### src/rtl/inference_controller.sv
// Per-image inference sequencer: clears the decoder, kicks the encoder and collects one class result per image.
// Latency: CLEAR and KICK take one cycle each; the result registers one cycle after decoder-ready meets encoder-done (or timeout).
// Backpressure: OUTPUT holds RESULT_* stable until RESULT_READY; ABORT or RST_N=0 drop the batch without BATCH_DONE.
module inference_controller #(
  parameter int M       = 8,
  parameter int IMG_W   = 16,
  parameter int TIMEOUT = 4096
) (
  input  logic             CLK,
  input  logic             RST_N,
  input  logic             START,
  input  logic             ABORT,
  input  logic [IMG_W-1:0] NUM_IMAGES,
  output logic             NEW_IMAGE,
  output logic             ENC_START,
  input  logic             ENC_DONE,
  input  logic             DECODER_RDY,
  input  logic [M-1:0]     INFERED_DIGIT,
  output logic             RESULT_VALID,
  input  logic             RESULT_READY,
  output logic [M-1:0]     RESULT_DIGIT,
  output logic             RESULT_TIMEOUT,
  output logic [IMG_W-1:0] RESULT_CYCLES,
  output logic [IMG_W-1:0] IMG_IDX,
  output logic             BUSY,
  output logic             BATCH_DONE
);

  typedef enum logic [2:0] {
    S_IDLE, S_CLEAR, S_KICK, S_RUN, S_OUTPUT, S_DONE
  } state_t;

  typedef struct packed {
    logic [M-1:0]     digit;
    logic             timeout;
    logic [IMG_W-1:0] cycles;
  } result_t;

  // Counter value of the last RUN cycle allowed before the image is abandoned.
  localparam logic [IMG_W-1:0] CNT_LAST = IMG_W'(TIMEOUT - 1);
  localparam logic [IMG_W-1:0] CNT_TO   = IMG_W'(TIMEOUT);
  localparam logic [IMG_W-1:0] CNT_MAX  = '1;
  localparam logic [IMG_W-1:0] CNT_ONE  = {{(IMG_W-1){1'b0}}, 1'b1};

  state_t           state_q, state_d;
  logic [IMG_W-1:0] num_q;
  logic [IMG_W-1:0] idx_q;
  logic [IMG_W-1:0] cnt_q;
  logic             enc_seen_q;
  result_t          res_q;

  logic             kill;
  logic             infer_hit;
  logic             cnt_hit;
  logic             last_img;
  logic [IMG_W-1:0] cnt_inc;

  // ABORT only matters once a batch is in flight; in IDLE it merely masks START.
  assign kill      = ABORT && (state_q != S_IDLE);
  // A decoder result is only trusted once the encoder has finished this image.
  assign infer_hit = DECODER_RDY && (enc_seen_q || ENC_DONE);
  assign cnt_hit   = (cnt_q == CNT_LAST);
  assign cnt_inc   = (cnt_q == CNT_MAX) ? cnt_q : cnt_q + CNT_ONE;
  assign last_img  = ({1'b0, idx_q} + {{IMG_W{1'b0}}, 1'b1}) == {1'b0, num_q};

  // State register.
  always_ff @(posedge CLK) begin
    if (!RST_N) state_q <= S_IDLE;
    else        state_q <= state_d;
  end

  // Next-state selection; ABORT overrides every other transition.
  always_comb begin
    state_d = state_q;
    if (kill) begin
      state_d = S_IDLE;
    end else begin
      case (state_q)
        S_IDLE:   if (START && !ABORT) state_d = (NUM_IMAGES == '0) ? S_DONE : S_CLEAR;
        S_CLEAR:  state_d = S_KICK;
        S_KICK:   state_d = S_RUN;
        S_RUN:    if (infer_hit || cnt_hit) state_d = S_OUTPUT;
        S_OUTPUT: if (RESULT_READY) state_d = last_img ? S_DONE : S_CLEAR;
        S_DONE:   state_d = S_IDLE;
        default:  state_d = S_IDLE;
      endcase
    end
  end

  // Moore outputs decoded from the current state.
  always_comb begin
    NEW_IMAGE    = (state_q == S_CLEAR);
    ENC_START    = (state_q == S_KICK);
    RESULT_VALID = (state_q == S_OUTPUT);
    BATCH_DONE   = (state_q == S_DONE);
    BUSY         = (state_q != S_IDLE);
  end

  // Batch bookkeeping, per-image cycle counter and the captured result.
  always_ff @(posedge CLK) begin
    if (!RST_N) begin
      num_q      <= '0;
      idx_q      <= '0;
      cnt_q      <= '0;
      enc_seen_q <= 1'b0;
      res_q      <= '0;
    end else if (!kill) begin
      case (state_q)
        S_IDLE: begin
          if (START && !ABORT && (NUM_IMAGES != '0)) begin
            num_q <= NUM_IMAGES;
            idx_q <= '0;
          end
        end
        S_KICK: begin
          cnt_q      <= '0;
          enc_seen_q <= 1'b0;
        end
        S_RUN: begin
          if (ENC_DONE) enc_seen_q <= 1'b1;
          cnt_q <= cnt_inc;
          if (infer_hit)
            res_q <= '{digit: INFERED_DIGIT, timeout: 1'b0, cycles: cnt_inc};
          else if (cnt_hit)
            res_q <= '{digit: {M{1'b1}}, timeout: 1'b1, cycles: CNT_TO};
        end
        S_OUTPUT: begin
          if (RESULT_READY && !last_img) idx_q <= idx_q + CNT_ONE;
        end
        default: ;
      endcase
    end
  end

  assign RESULT_DIGIT   = res_q.digit;
  assign RESULT_TIMEOUT = res_q.timeout;
  assign RESULT_CYCLES  = res_q.cycles;
  assign IMG_IDX        = idx_q;

endmodule

### config.mk
export PLATFORM = sky130hd
export DESIGN_NAME = inference_controller
export DESIGN_NICKNAME = d
export VERILOG_FILES = /design/src/rtl/inference_controller.sv
export SDC_FILE = /design/constraint.sdc
export NUM_CORES = 1
export LEC_CHECK = 0
export CAP_MARGIN = 5
export CORE_ASPECT_RATIO = 1.75
export CORE_UTILIZATION = 35
export DETAILED_ROUTE_END_ITERATION = 8
export GPL_TIMING_DRIVEN = 1
export SLEW_MARGIN = 40
export SYNTH_ARGS = -nofsm -noshare
export SYNTH_HDL_FRONTEND = slang
export SYNTH_SLANG_ARGS = --single-unit
### constraint.sdc
create_clock -name CLK -period 4.6 [get_ports CLK]
set_input_delay 1.38 -clock CLK [delete_from_list [all_inputs] [get_ports CLK]]
set_output_delay 1.38 -clock CLK [all_outputs]
set_load 0.01 [all_outputs]
* After elaboration in Yosys (flattened, before gate mapping)
Index checks and enable logic that the tools add are counted.
W data, S select, Z words.
** Operators by class
- Equal/unequal tests :: 14
- Reductions and logical operators :: 23
- Add/subtract/negate cells :: 3
- Multiplexer cells :: 15
- Bitwise logic cells :: 2
** Operator list (count)
- $pmux W16 S2 :: 2
- $mux W25 :: 2
- $mux W16 :: 3
- $add A16 B1 Y16 const B :: 2
- $add A16 B1 Y17 const B :: 1
- $eq A17 B16 Y1 :: 1
- $eq A16 B12 Y1 const B :: 1
- $eq A16 B16 Y1 const B :: 1
- $logic_not A16 Y1 :: 1
- $reduce_bool A16 Y1 :: 1
- $mux W3 :: 5
- $pmux W3 S5 :: 1
- $reduce_and A3 Y1 :: 4
- $ne A2 B2 Y1 const B :: 4
- $eq A3 B2 Y1 const B :: 2
- $eq A3 B3 Y1 const B :: 2
- $reduce_bool A2 Y1 :: 3
- $logic_and A1 B1 Y1 :: 5
- $ne A2 B1 Y1 const B :: 2
- $reduce_and A4 Y1 :: 1
- $eq A3 B1 Y1 const B :: 1
- $logic_not A3 Y1 :: 1
- $reduce_bool A3 Y1 :: 1
- $logic_not A1 Y1 :: 2
- 6 further kinds :: 8
** Storage, ports and cells
- Output and inout port bits :: 46
- Register bits after elaboration :: 77
- Input bits :: 31
- Word-level logic and storage cells :: 65

* Logic depth before layout (Yosys ltp)
Gate-level depths: netlist of the first run.
- Depth after elaboration :: 6
- Depth in mapped cells :: 12

* Worst setup path before layout of the first run
OpenSTA, ideal clock, no wires.
- Kind :: input -> register
- Start :: in NUM_IMAGES[1]
- End :: reg num_q[0]
- Path buffers :: 1
- Stages :: 6
- Data arrival time :: 2.792 ns
- Slack :: 1.692 ns
- Path through :: nor4_1 -> nand4_1 -> nand2_1 -> clkbuf_1 -> mux2i_1 -> nor2b_1
** On the way
- Word-level cells in the longest chain between the ends :: 3
** Ends and longest elaborated chain
- start: declaration :: line 13 : input logic [IMG_W-1:0] NUM_IMAGES,
- $reduce_bool A16 Y1 :: line 110 : if (START && !ABORT && (NUM_IMAGES != '0)) begin
- $logic_and A1 B1 Y1 :: line 110
- $reduce_and A3 Y1 (no source line)
- end signal: assignment :: line 102 : num_q <= '0;
- end signal: assignment :: line 111 : num_q <= NUM_IMAGES;
- end: declaration :: line 46 : logic [IMG_W-1:0] num_q;
Every way passes these cells.
A chain may end at the register's enable or synchronous reset.

* Final worst setup path of the first run
- Start :: in NUM_IMAGES[14]
- End :: reg idx_q[3] (netlist: IMG_IDX[3])
** On the way
- Word-level cells in the longest chain between the ends :: 4
** Ends and longest elaborated chain
- $reduce_bool A16 Y1 :: line 110
- $logic_and A1 B1 Y1 :: line 110
- $ne A2 B2 Y1 (no source line)
- $reduce_and A4 Y1 (no source line)
- end signal: assignment :: line 128 : if (RESULT_READY && !last_img) idx_q <= idx_q + CNT_ONE;
- end: declaration :: line 47 : logic [IMG_W-1:0] idx_q;
Every way passes these cells.

==> results summary, run 1 <==
The run finished with clean final reports. The launch point of the worst reg-to-reg path is IMG_IDX[0]$_SDFFE_PN0P_. The weighted congestion at the end of routability-driven global placement is 0.952. The cell depth of the worst hold path came out at 2.

The min-delay analysis places its worst path in the category flop to flop. The clock period minus final worst setup slack came out at 3.57 ns. In this run the most critical hold path is launched from RESULT_CYCLES[6]$_SDFFE_PN0P_. Of all cell types, the one taking the most synthesized area is sky130_fd_sc_hd__dfxtp_1.

The total non-filler cell area in the finished layout came out at 5500 um2. The worst-path maximum fanout came out at 16. The initial antenna violation count came out at 0. The internal power of the cells totals 1180 uW.

Across the VDD grid, the largest voltage drop is 0.188 mV. The synthesized area per cell is 8.46 um2. The cell count after synthesis came out at 522. Data arrives at the worst endpoint at 3.82 ns.

During I/O placement, the number of pins put on the boundary was 77. After global routing the overflow that remains totals 0. The cell with the most instances after synthesis is sky130_fd_sc_hd__dfxtp_1.

The total number of vias is 4280. The first global-routing pass estimated 22.4 mm of wire. Walking the worst path, the cells encountered are clkdlybuf4s50_1 > nor4_1 > nand4_1 > or2_2 > nand2_1 > o311ai_0 > o31ai_1.

The number of gates given a new drive strength after cts is 0. The final-stage net count came out at 604. The final critical path takes up 77.7% of the cycle. Once the floorplan was initialized, standard cells occupied 35.7% of the core. The repair_antennas step left the layout with diodes totalling 0.

The critical path is of the input port to flop type. The maximum cell stage delay along the critical path is 0.65 ns. The HPWL after detailed placement came out at 10.9 mm. The count of final setup violators is 0. For the worst-skew pair, the clock arrives at the later sink with an insertion delay of 0.34 ns. Setup repair after global routing left no endpoint under its margin.

The endpoint of the worst-slack reg-to-reg timing path is IMG_IDX[3]$_SDFFE_PN0P_. The average via count per standard cell came out at 5.76. The total buffers and inverters traversed by the critical path is 1. The count of antenna-violating nets left after detailed routing came out at 0. After synthesis, the share of flip-flops with an asynchronous set or reset is 0%. The placed instance area is 5210 um2. The buffer levels on the longest clock path is 2.

The worst setup slack before clock tree synthesis is 0.705 ns. The share of cells above drive strength 1 came out at 6.78%. Of the total power, the share spent switching nets is 22.2%. The clock tree from TritonCTS is built. The power dissipated by switching net loads came out at 336 uW.

The die outline area came out at 13100 um2. In the synthesized netlist, the cells that appear most often are sky130_fd_sc_hd__dfxtp_1 (77), sky130_fd_sc_hd__nand2_1 (36), sky130_fd_sc_hd__nand3_1 (33), sky130_fd_sc_hd__nor2b_1 (30), sky130_fd_sc_hd__o21ai_0 (27). The worst register-to-register path has a depth of 8. The share of total power dissipated in combinational logic is 7.2%. The maximum frequency from static timing analysis came out at 0.280 GHz. The least setup slack across all paths after layout is 1.03 ns.

The share of the synthesized area in the top cell type came out at 34.9%. Counting flops and latches in the post-synthesis netlist gives 77. For this run, the detailed router's first-pass iteration total came to 4. After filler insertion, the fill cell instance count of the layout stands at 1226. The required time reported for the critical path endpoint is 4.85 ns.

The cell leakage power is 0.00197 uW. Ranked by total cell area, the synthesized netlist is headed by sky130_fd_sc_hd__dfxtp_1 (35%), sky130_fd_sc_hd__mux2i_1 (4.5%), sky130_fd_sc_hd__nor2b_1 (4.2%). CTS saw 77 sinks. The vertical die dimension came out at 151 um. After clock tree synthesis, the clock-pin slew on the worst setup and hold paths is 0.06 ns.

The number of CTS-inserted buffers came out at 9. From left edge to right edge, the die measures 86.9 um. Entering global routing, the biggest net connects 41 pins. The power after layout is 1510 uW. The number of buffers added on ports came out at 76. For this design the ratio of total power to cell area is 275 nW/um2. The worst slew margin relative to its limit came out at 44.4%. The global router's overall resource usage is 22.8%.

From synthesis to final layout, the design area changed by 24.6%. In this run, the number of DRC markers left after iteration 0 of detailed routing was 178. The final hold violation count is 0.

The floorplan core area came out at 12400 um2. The via count of the first global-routing pass came out at 4236. CTS placed an instance of sky130_fd_sc_hd__clkbuf_16 at the clock tree root. The total wire length is 14.3 mm. The H-tree depth came out at 3.

At the pin with the least slew margin, the transition time is 0.827 ns. Adding up every negative setup slack in the final design gives 0 ns. In this design, the largest share of critical-path delay is due to simple AND/OR/NAND/NOR gates. The count of distinct cell types in the synthesized netlist is 68. The worst setup path is captured at a flop.

Sequential elements use 34.9% of the synthesized area. The type of origin of the critical path is an input port. Synthesis produced a netlist with a net count of 555. The routed wirelength normalized by instance count came out at 19.2 um. The number of synthesized flops with an enable pin came out at 0. The largest individual stage delay along the critical path comes from the cell sky130_fd_sc_hd__nor4_1. The netlist area before placement came out at 4420 um2. The part of the total power dissipated in sequential elements is 45.1%. Clock skew on the completed layout was measured at 0.00573 ns. Yosys printed 0 warnings. Buffers added to address setup during post-CTS repair amount to 0. Among all flip-flop cells after synthesis, the most frequent one is sky130_fd_sc_hd__dfxtp_1. In the routed design, unresolved DRC markers number 0. The number of placement rows came out at 54. The max-cap violation count came out at 0. The number of max-slew violations in the final report was 0. Buffers inserted to repair hold after CTS numbered 0. The share of total power in the clock network came out at 47.7%. Setup slack on the worst reg-to-reg path comes out at 1.23 ns. For hold timing, the worst endpoint is RESULT_CYCLES[6]$_SDFFE_PN0P_.
power groups by stage:
stage	combinational [uW]	clock [uW]	sequential [uW]
finish	109	721	682
global route	118	763	683
CTS	110	733	682
detailed placement	109	0	697
global placement	109	0	697
floorplan	59.4	0	694
how the worst max path moves through the flow:
stage	from	to	depth (start not counted)
final	NUM_IMAGES[14]	IMG_IDX[3]$_SDFFE_PN0P_	7
after global routing	NUM_IMAGES[14]	IMG_IDX[6]$_SDFFE_PN0P_	7
after CTS	NUM_IMAGES[0]	IMG_IDX[3]$_SDFFE_PN0P_	7
after detailed placement	NUM_IMAGES[14]	IMG_IDX[3]$_SDFFE_PN0P_	7
after global placement	NUM_IMAGES[0]	IMG_IDX[12]$_SDFFE_PN0P_	8
after floorplan	NUM_IMAGES[1]	num_q[0]$_SDFFE_PN0P_	6
per-layer routing:
metal	GRT usage (%)	part of all wire, %	vias up
met5	0	0	-
li1	-	-	2047
met4	14.6	5.7	0
met3	3.95	3.7	45
met2	43.3	56	136
met1	21.9	35	2052
sequential cells by signal, summed over array words and instances, names as in the netlist:
register / flops
cnt_q: 16
RESULT_TIMEOUT: 1
state_q: 3
num_q: 16
RESULT_CYCLES: 16
IMG_IDX: 16
enc_seen_q: 1
RESULT_DIGIT: 8
per-stage QoR:
stage	instances	hold slack, ns	utilization [%]
global route	743	0.509	44.5
global placement	728	0.451	42.1
CTS	743	0.484	44.5
finish	743	0.478	44.5
floorplan	522	0.432	-
detailed placement	728	0.456	42.1
cell usage in the layout (no fill, tap or decap), types with 9 or more instances in the layout:
cell type / n
sky130_fd_sc_hd__dfxtp_1: 77
sky130_fd_sc_hd__clkdlybuf4s50_1: 75
sky130_fd_sc_hd__nand2_1: 36
sky130_fd_sc_hd__nand3_1: 33
sky130_fd_sc_hd__nor2b_1: 30
sky130_fd_sc_hd__o21ai_0: 27
sky130_fd_sc_hd__nor2_1: 23
sky130_fd_sc_hd__mux2i_1: 20
sky130_fd_sc_hd__nand4_1: 17
sky130_fd_sc_hd__a21oi_1: 17
sky130_fd_sc_hd__xor2_1: 15
sky130_fd_sc_hd__xnor2_1: 12
sky130_fd_sc_hd__nor3_1: 12
sky130_fd_sc_hd__and3_1: 11
sky130_fd_sc_hd__and2_1: 10
sky130_fd_sc_hd__and4_1: 9
sky130_fd_sc_hd__o221a_2: 9
sky130_fd_sc_hd__clkbuf_16: 9
area by class of cell:
cell class                      instances  area (um2)  area share, %
Timing Repair Buffer                   83         808           14.7
Multi-Input combinational cell        394        2630           47.7
Tap cell                              168         210           3.82
Clock inverter                          1        30.0          0.546
Clock buffer                           14         264           4.80
Inverter                                6        22.5          0.409
Sequential cell                        77        1540           28.0
cell families after synthesis:
| group | after synthesis | share of synthesized area [%] |
|---|---|---|
| and+or+nand+nor | 215 | 27.1 |
| adders and majority gates | 3 | 0.793 |
| DFF | 77 | 34.9 |
| xor gates and xnor gates | 27 | 5.35 |
| AOI/OAI and AO/OA | 129 | 21.6 |
| buffers and inverters | 51 | 5.66 |
| muxes | 20 | 4.53 |
worst reg2reg max path: cells and delay by family (launching register included):
kind            cells  cell delay (ns)
simple gates        4             1.69
compound gates      3             0.62
flops               1             0.52
fa+ha+maj           1             0.42
Power figures use the tool's default switching activity.
==> run 2, diff against run 1 <==
==> constraint.sdc (replaced) <==
create_clock -name CLK -period 3.02 [get_ports CLK]
set_input_delay 0.906 -clock CLK [delete_from_list [all_inputs] [get_ports CLK]]
set_output_delay 0.906 -clock CLK [all_outputs]
set_load 0.01 [all_outputs]
==> results summary, run 2 (synthesized netlist as in run 1, its figures left out) <==
Run status: finished clean (unchanged). The weighted congestion at the end of routability-driven global placement is 0.937 (was 0.952). The buffer levels on the longest clock path came to 2 (unchanged). The vertical die dimension came out at 151 um (unchanged). The total buffers and inverters traversed by the critical path is 2 (was 1). The insertion delay of the later-clocked pin in the worst-skew pair came out at 0.34 ns (about the same). The routed wirelength normalized by instance count came to 18.7 um (was 19.2 um).

The type of the worst min-delay path was flop to flop (unchanged). The clock tree root driver cell was sky130_fd_sc_hd__clkbuf_16 (unchanged). The maximum frequency from static timing analysis is 0.349 GHz. The count of final setup violators came out at 0 (unchanged).

The number of buffers added on ports came out at 76 (unchanged). The final hold violation count was 0 (unchanged). The via count of the first global-routing pass came to 4255 (was 4236). The worst-path maximum fanout is 10 (was 16).

The number of diodes is 0 (unchanged). The worst-path cell with the longest stage delay is sky130_fd_sc_hd__clkdlybuf4s50_1 (was sky130_fd_sc_hd__nor4_1). The cts-stage hold buffer count is 0 (unchanged). The HPWL after detailed placement came to 10.9 mm (about the same). The number of clock sinks was 77 (unchanged). The total wire length is 14.5 mm (was 14.3 mm). The number of I/O pins came to 77 (unchanged). The floorplan core area was 12400 um2 (unchanged).

The global router's overall resource usage was 22.9% (was 22.8%). The critical path endpoint category is an output port (was flop). The total non-filler cell area in the finished layout came out at 5810 um2 (was 5500 um2).

The global-route met3 utilization is 4.11% (was 3.95%). The total number of vias is 4397 (was 4280). The first-pass GRT wire length was 22.6 mm (was 22.4 mm). The maximum number of pins on one net before global-route repair is 84 (was 41).

The starting density of the core came out at 35.7% (unchanged). The number of remaining DRC errors came to 0 (unchanged). The die outline area was 13100 um2 (unchanged). The H-tree depth is 3 (unchanged). Critical Path, Cell by Cell: or3b_1 > clkinv_1 > clkdlybuf4s50_1 (was clkdlybuf4s50_1 > nor4_1 > nand4_1 > or2_2 > nand2_1 > o311ai_0 > o31ai_1). The area occupied by multi-input gates came out at 2640 um2 (was 2630 um2). The layer with the highest usage is met2 (unchanged). The die width came out at 86.9 um (unchanged). The placed instance area is 5500 um2 (was 5210 um2). The clock period minus final worst setup slack came out at 2.87 ns. The layout overhead on the synthesized area was 31.5% (was 24.6%). The placed cell count is 762 (was 728). The cell leakage power came out at 0.00215 uW (was 0.00197 uW). The detailed router's first-iteration violation count is 207 (was 178). The met1 demand-to-capacity share in global routing is 22.4% (was 21.9%).

The required time reported for the critical path endpoint came out at 2.11 ns (was 4.85 ns). The post-route core utilization was 47.0% (was 44.5%). The leftover overflow at the end of global routing is 0 (unchanged). The clock tree from TritonCTS is built (unchanged). The initial antenna violation count came out at 0 (unchanged).

The most frequent standard cell in the layout excluding fill and tap cells is sky130_fd_sc_hd__dfxtp_1 (unchanged). The post-layout instance count excluding filler cells came to 779 (was 743). The kind of cell adding the most delay to the critical path is buffers and inverters (was simple AND/OR/NAND/NOR gates). The average via count per standard cell was 5.64 (was 5.76).

The register cell area after layout is 1540 um2 (about the same). The arrival time at the worst endpoint was 1.96 ns (was 3.82 ns). The measured slew at the worst slew-check pin is 0.631 ns (was 0.827 ns). The kind of critical path was flop to output port (was input port to flop).

The type of origin of the critical path is a flop (was input port). The final critical path takes up 94.9% of the cycle. Setup repair after global routing missed its margin: false (unchanged). The worst IR drop on VDD is 0.267 mV (was 0.188 mV). The final-stage net count is 639 (was 604). The number of placement rows is 54 (unchanged). The number of CTS-inserted buffers came out at 9 (unchanged). The clock edge transition at the registers on the reported setup and hold paths came out at 0.06 ns (about the same). The setup clock skew after layout came to 0.00747 ns (was 0.00573 ns). The length of the first detailed-routing pass in iterations came out at 5 (was 4). The final-layout worst hold slack came out at 0.474 ns (was 0.478 ns). The fill cell total of the finished layout is 1223 (was 1226). Highest-count cells in the layout ignoring fill and taps: sky130_fd_sc_hd__dfxtp_1 (76), sky130_fd_sc_hd__clkdlybuf4s50_1 (75), sky130_fd_sc_hd__buf_4 (39) (was sky130_fd_sc_hd__dfxtp_1 (77), sky130_fd_sc_hd__clkdlybuf4s50_1 (75), sky130_fd_sc_hd__nand2_1 (36)).

The max-cap violation count came out at 0 (unchanged). The maximum cell stage delay along the critical path came to 0.54 ns (was 0.65 ns). The met2 routing resource usage after global routing came out at 44.4% (was 43.3%).

The share of cells above drive strength 1 is 12.9% (was 6.78%). The count of antenna-violating nets left after detailed routing is 0 (unchanged). The number of max-slew violations in the final report is 0 (unchanged). The worst slew margin relative to its limit is 57.6% (was 44.4%). The total power per unit cell area is 395 nW/um2 (was 275 nW/um2).
-- run 2: changes by cell type in the layout (fill, tap and decap cells not counted), sizes merged --
cell	previous run	this run
buf	8	43
clkinv	1	4
clkbuf	14	10
clkinvlp	0	2
-- run 2: stage by stage --
stage / power (uW) / TNS [ns] / setup slack, ns
2_1_floorplan: 1150 / 0 / 0.486
3_3_place_gp: 1230 / -2.08 / -0.155
3_5_place_dp: 1240 / -2.06 / -0.148
4_1_cts: 2320 / 0 / 0.0620
5_1_grt: 2370 / 0 / 0.0460
6_report: 2290 / 0 / 0.154
-- run 2: tightest hold or removal path, cell delays in order, from the launching register on --
cell	delay [ns]
sky130_fd_sc_hd__dfxtp_1	0.31
sky130_fd_sc_hd__nand3_1	0.05
sky130_fd_sc_hd__o21ai_0	0.06
-- run 2: worst paths after layout --
path	start	to	slack, ns	cells after the start
worst max-delay path	state_q[2]$_SDFFE_PP0P_	RESULT_VALID	0.15	3
worst min-delay path	RESULT_CYCLES[11]$_SDFFE_PN0P_	RESULT_CYCLES[11]$_SDFFE_PN0P_	0.47	2
worst max register to register	IMG_IDX[1]$_SDFFE_PN0P_	IMG_IDX[3]$_SDFFE_PN0P_	0.26	8
worst min register to register	RESULT_CYCLES[11]$_SDFFE_PN0P_	RESULT_CYCLES[11]$_SDFFE_PN0P_	0.47	2
-- run 2: per-layer routing --
| metal | share of wire [%] | vias to the layer above |
|---|---|---|
| met3 | 3.6 | 39 |
| met1 | 37 | 2098 |
| met5 | 0 | - |
| met2 | 55 | 130 |
| li1 | - | 2130 |
| met4 | 4.4 | 0 |
-- run 2: area by class of cell --
type                    instances  area share (%)
multi-input cells             394            45.3
flip-flops and latches         77            26.5
repair buffers                118            19.1
clock buffers                  10            3.94
well taps                     168            3.62
clock inverters                 6            1.10
inverters                       6           0.388
-- run 2: report_power, final --
part / internal (uW) / switching [uW] / total [uW]
registers: 1030 / 11.3 / 1040
logic: 92.5 / 85.0 / 177
clock network: 639 / 439 / 1080
total: 1760 / 535 / 2290
-- run 2: what timing repair did --
action,4_1_cts,5_1_grt
gates resized for setup,0,3
setup buffers,0,1
endpoints found under the setup margin,0,17
==> run 3, diff against run 2 <==
--- a/config.mk
+++ b/config.mk
@@ -6,10 +6,15 @@
 export NUM_CORES = 1
 export LEC_CHECK = 0
 export CAP_MARGIN = 5
+export CELL_PAD_IN_SITES_DETAIL_PLACEMENT = 0
+export CELL_PAD_IN_SITES_GLOBAL_PLACEMENT = 1
 export CORE_ASPECT_RATIO = 1.75
+export CORE_MARGIN = 2
 export CORE_UTILIZATION = 35
+export CTS_CLUSTER_DIAMETER = 150
 export DETAILED_ROUTE_END_ITERATION = 8
 export GPL_TIMING_DRIVEN = 1
+export PLACE_DENSITY_LB_ADDON = 0.1
 export SLEW_MARGIN = 40
 export SYNTH_ARGS = -nofsm -noshare
 export SYNTH_HDL_FRONTEND = slang
==> results summary, run 3 (synthesized netlist as in run 1, its figures left out) <==
The via count of the first global-routing pass came to 4246 (was 4255). The cell depth of the worst hold path came out at 2 (unchanged). The average via count per standard cell came out at 5.67 (was 5.64).

The number of diodes is 0 (unchanged). The number of buffers added on ports is 76 (unchanged). The final hold violation count is 0 (unchanged).

The fill cell total of the finished layout came out at 1267 (was 1223). The uppermost layer routed is met4 (unchanged). The setup total negative slack came out at 0 ns (unchanged). Setup repair after global routing missed its margin: false (unchanged). The most frequent standard cell in the layout excluding fill and tap cells is sky130_fd_sc_hd__dfxtp_1 (unchanged). The H-tree depth is 3 (unchanged).

The count of antenna-violating nets left after detailed routing came out at 0 (unchanged). The weighted congestion at the end of routability-driven global placement came to 0.945 (was 0.937). The arrival time at the worst endpoint came out at 3.20 ns (was 1.96 ns). The total number of vias came to 4380 (was 4397). The routed wirelength normalized by instance count is 19.1 um (was 18.7 um).

The clock period minus final worst setup slack came to 2.94 ns (was 2.87 ns). The starting density of the core was 35.7% (unchanged). The final-stage net count came out at 635 (was 639). The post-layout instance count excluding filler cells is 773 (was 779).

The clock edge transition at the registers on the reported setup and hold paths came out at 0.06 ns (about the same). The critical path endpoint category is a flop (was output port). The leftover overflow at the end of global routing came out at 0 (unchanged).

The setup clock skew after layout came to 0.00781 ns (was 0.00747 ns). The type of the worst min-delay path is flop to flop (unchanged). Highest-count cells in the layout ignoring fill and taps: sky130_fd_sc_hd__dfxtp_1 (77), sky130_fd_sc_hd__clkdlybuf4s50_1 (75), sky130_fd_sc_hd__nand2_1 (36) (was sky130_fd_sc_hd__dfxtp_1 (76), sky130_fd_sc_hd__clkdlybuf4s50_1 (75), sky130_fd_sc_hd__buf_4 (39)). The length of the first detailed-routing pass in iterations came out at 5 (unchanged). The number of remaining DRC errors is 0 (unchanged). Run status: finished clean (unchanged). The clock tree root driver cell is sky130_fd_sc_hd__clkbuf_16 (unchanged). The maximum frequency from static timing analysis came out at 0.340 GHz (was 0.349 GHz). The detailed route wirelength on metal3 came out at 440 um (was 527 um). The measured slew at the worst slew-check pin is 0.771 ns (was 0.631 ns).

The buffer levels on the longest clock path came out at 2 (unchanged). The total power per unit cell area is 397 nW/um2 (was 395 nW/um2). The placed instance area came out at 5500 um2 (about the same).

The HPWL after detailed placement came out at 11.0 mm (was 10.9 mm). The power after layout came out at 2300 uW (was 2290 uW). The count of final setup violators was 0 (unchanged).

The vertical die dimension came out at 153 um (was 151 um). The fraction of the cycle the final worst path needs came out at 97.5% (was 94.9%). The worst IR drop on VDD is 0.281 mV (was 0.267 mV).

The placed cell count came to 759 (was 762). The insertion delay of the later-clocked pin in the worst-skew pair came out at 0.34 ns (about the same). The first-pass GRT wire length is 23.1 mm (was 22.6 mm). The total wire length came out at 14.7 mm (was 14.5 mm). The number of max-slew violations in the final report came to 0 (unchanged). The detailed router's first-iteration violation count is 174 (was 207). The kind of critical path is input port to flop (was flop to output port). The worst-path cell with the longest stage delay was sky130_fd_sc_hd__nor4_1 (was sky130_fd_sc_hd__clkdlybuf4s50_1). The die width is 88.9 um (was 86.9 um). The global router's overall resource usage is 22.4% (was 22.9%). The cell leakage power is 0.00214 uW (was 0.00215 uW). The total routed wire length on the met1 layer was 5.44 mm (was 5.32 mm). The number of I/O pins is 77 (unchanged).

The total non-filler cell area in the finished layout came out at 5800 um2 (was 5810 um2). Critical Path, Cell by Cell: clkdlybuf4s50_1 > nor4_1 > nand4_1 > or2_2 > nand2_1 > buf_12 > a21o_1 > o211ai_1 > o31ai_2 (was or3b_1 > clkinv_1 > clkdlybuf4s50_1). The number of clock sinks was 77 (unchanged).

The worst slew margin relative to its limit came out at 48.1% (was 57.6%). The die outline area is 13600 um2 (was 13100 um2). The floorplan core area came out at 12400 um2 (unchanged).

The number of cell instances on the worst register-to-register path is 8 (unchanged). The worst-path maximum fanout is 16 (was 10). The share of cells above drive strength 1 is 12.1% (was 12.9%). The number of placement rows came out at 54 (unchanged). The type of origin of the critical path is an input port (was flop). The maximum cell stage delay along the critical path is 0.71 ns (was 0.54 ns). The detailed-routed wire length on met2 came out at 8.21 mm (was 8.04 mm). The clock tree from TritonCTS is built (unchanged). The max-cap violation count is 0 (unchanged). The initial antenna violation count came out at 0 (unchanged).

The layout overhead on the synthesized area was 31.2% (was 31.5%). The number of CTS-inserted buffers came out at 9 (unchanged). The maximum number of pins on one net before global-route repair is 84 (unchanged).

The required time reported for the critical path endpoint came out at 3.28 ns (was 2.11 ns).
run 3: repair_timing:
item | in CTS | in global routing
resized for setup | 0 | 1
hold buffers | 0 | 0
setup buffers | 0 | 0
endpoints found under the setup margin | 0 | 10
run 3: path summary, 6_finish.rpt:
check / endpoint / from / slack [ns]
worst max-delay path: IMG_IDX[12]$_SDFFE_PN0P_ / NUM_IMAGES[1] / 0.08
worst min-delay path: enc_seen_q$_SDFFE_PN0P_ / enc_seen_q$_SDFFE_PN0P_ / 0.47
worst max register to register: IMG_IDX[4]$_SDFFE_PN0P_ / IMG_IDX[5]$_SDFFE_PN0P_ / 0.14
worst min register to register: enc_seen_q$_SDFFE_PN0P_ / enc_seen_q$_SDFFE_PN0P_ / 0.47
run 3: area by class of cell:
type / count / area [um2] / share of cell area [%]
clock buffer: 10 / 239 / 4.12
clock inverter: 4 / 50.0 / 0.863
inverter: 6 / 22.5 / 0.388
multi-input combinational: 394 / 2630 / 45.4
sequential: 77 / 1540 / 26.6
tap: 168 / 210 / 3.63
timing repair buffer: 114 / 1100 / 19.0
run 3: routing by layer:
metal	global-route usage (%)	up-vias
met5	0	-
met4	11.3	0
met3	3.68	38
met2	40.6	115
met1	23.8	2125
li1	-	2102
run 3: through the flow:
| stage | worst slack [ns] | hold WS [ns] | utilization [%] |
|---|---|---|---|
| detailed placement | -0.208 | 0.453 | 44.5 |
| floorplan | 0.486 | 0.432 | - |
| global placement | -0.216 | 0.453 | 44.5 |
| CTS | 0.119 | 0.468 | 46.9 |
| global route | 0.00227 | 0.495 | 46.9 |
| finish | 0.0753 | 0.468 | 46.9 |
run 3: report_power, final:
group          total [uW]  switching [uW]  internal [uW]
combinational         182            86.4           95.2
sequential           1040            12.9           1030
clock                1080             430            652
run 3: worst max-delay path, delay by kind of cell:
kind                   cells  cell delay, ns
buffers and inverters      2            0.60
and+or+nand+nor            4            1.43
AOI/OAI and AO/OA          3            0.27
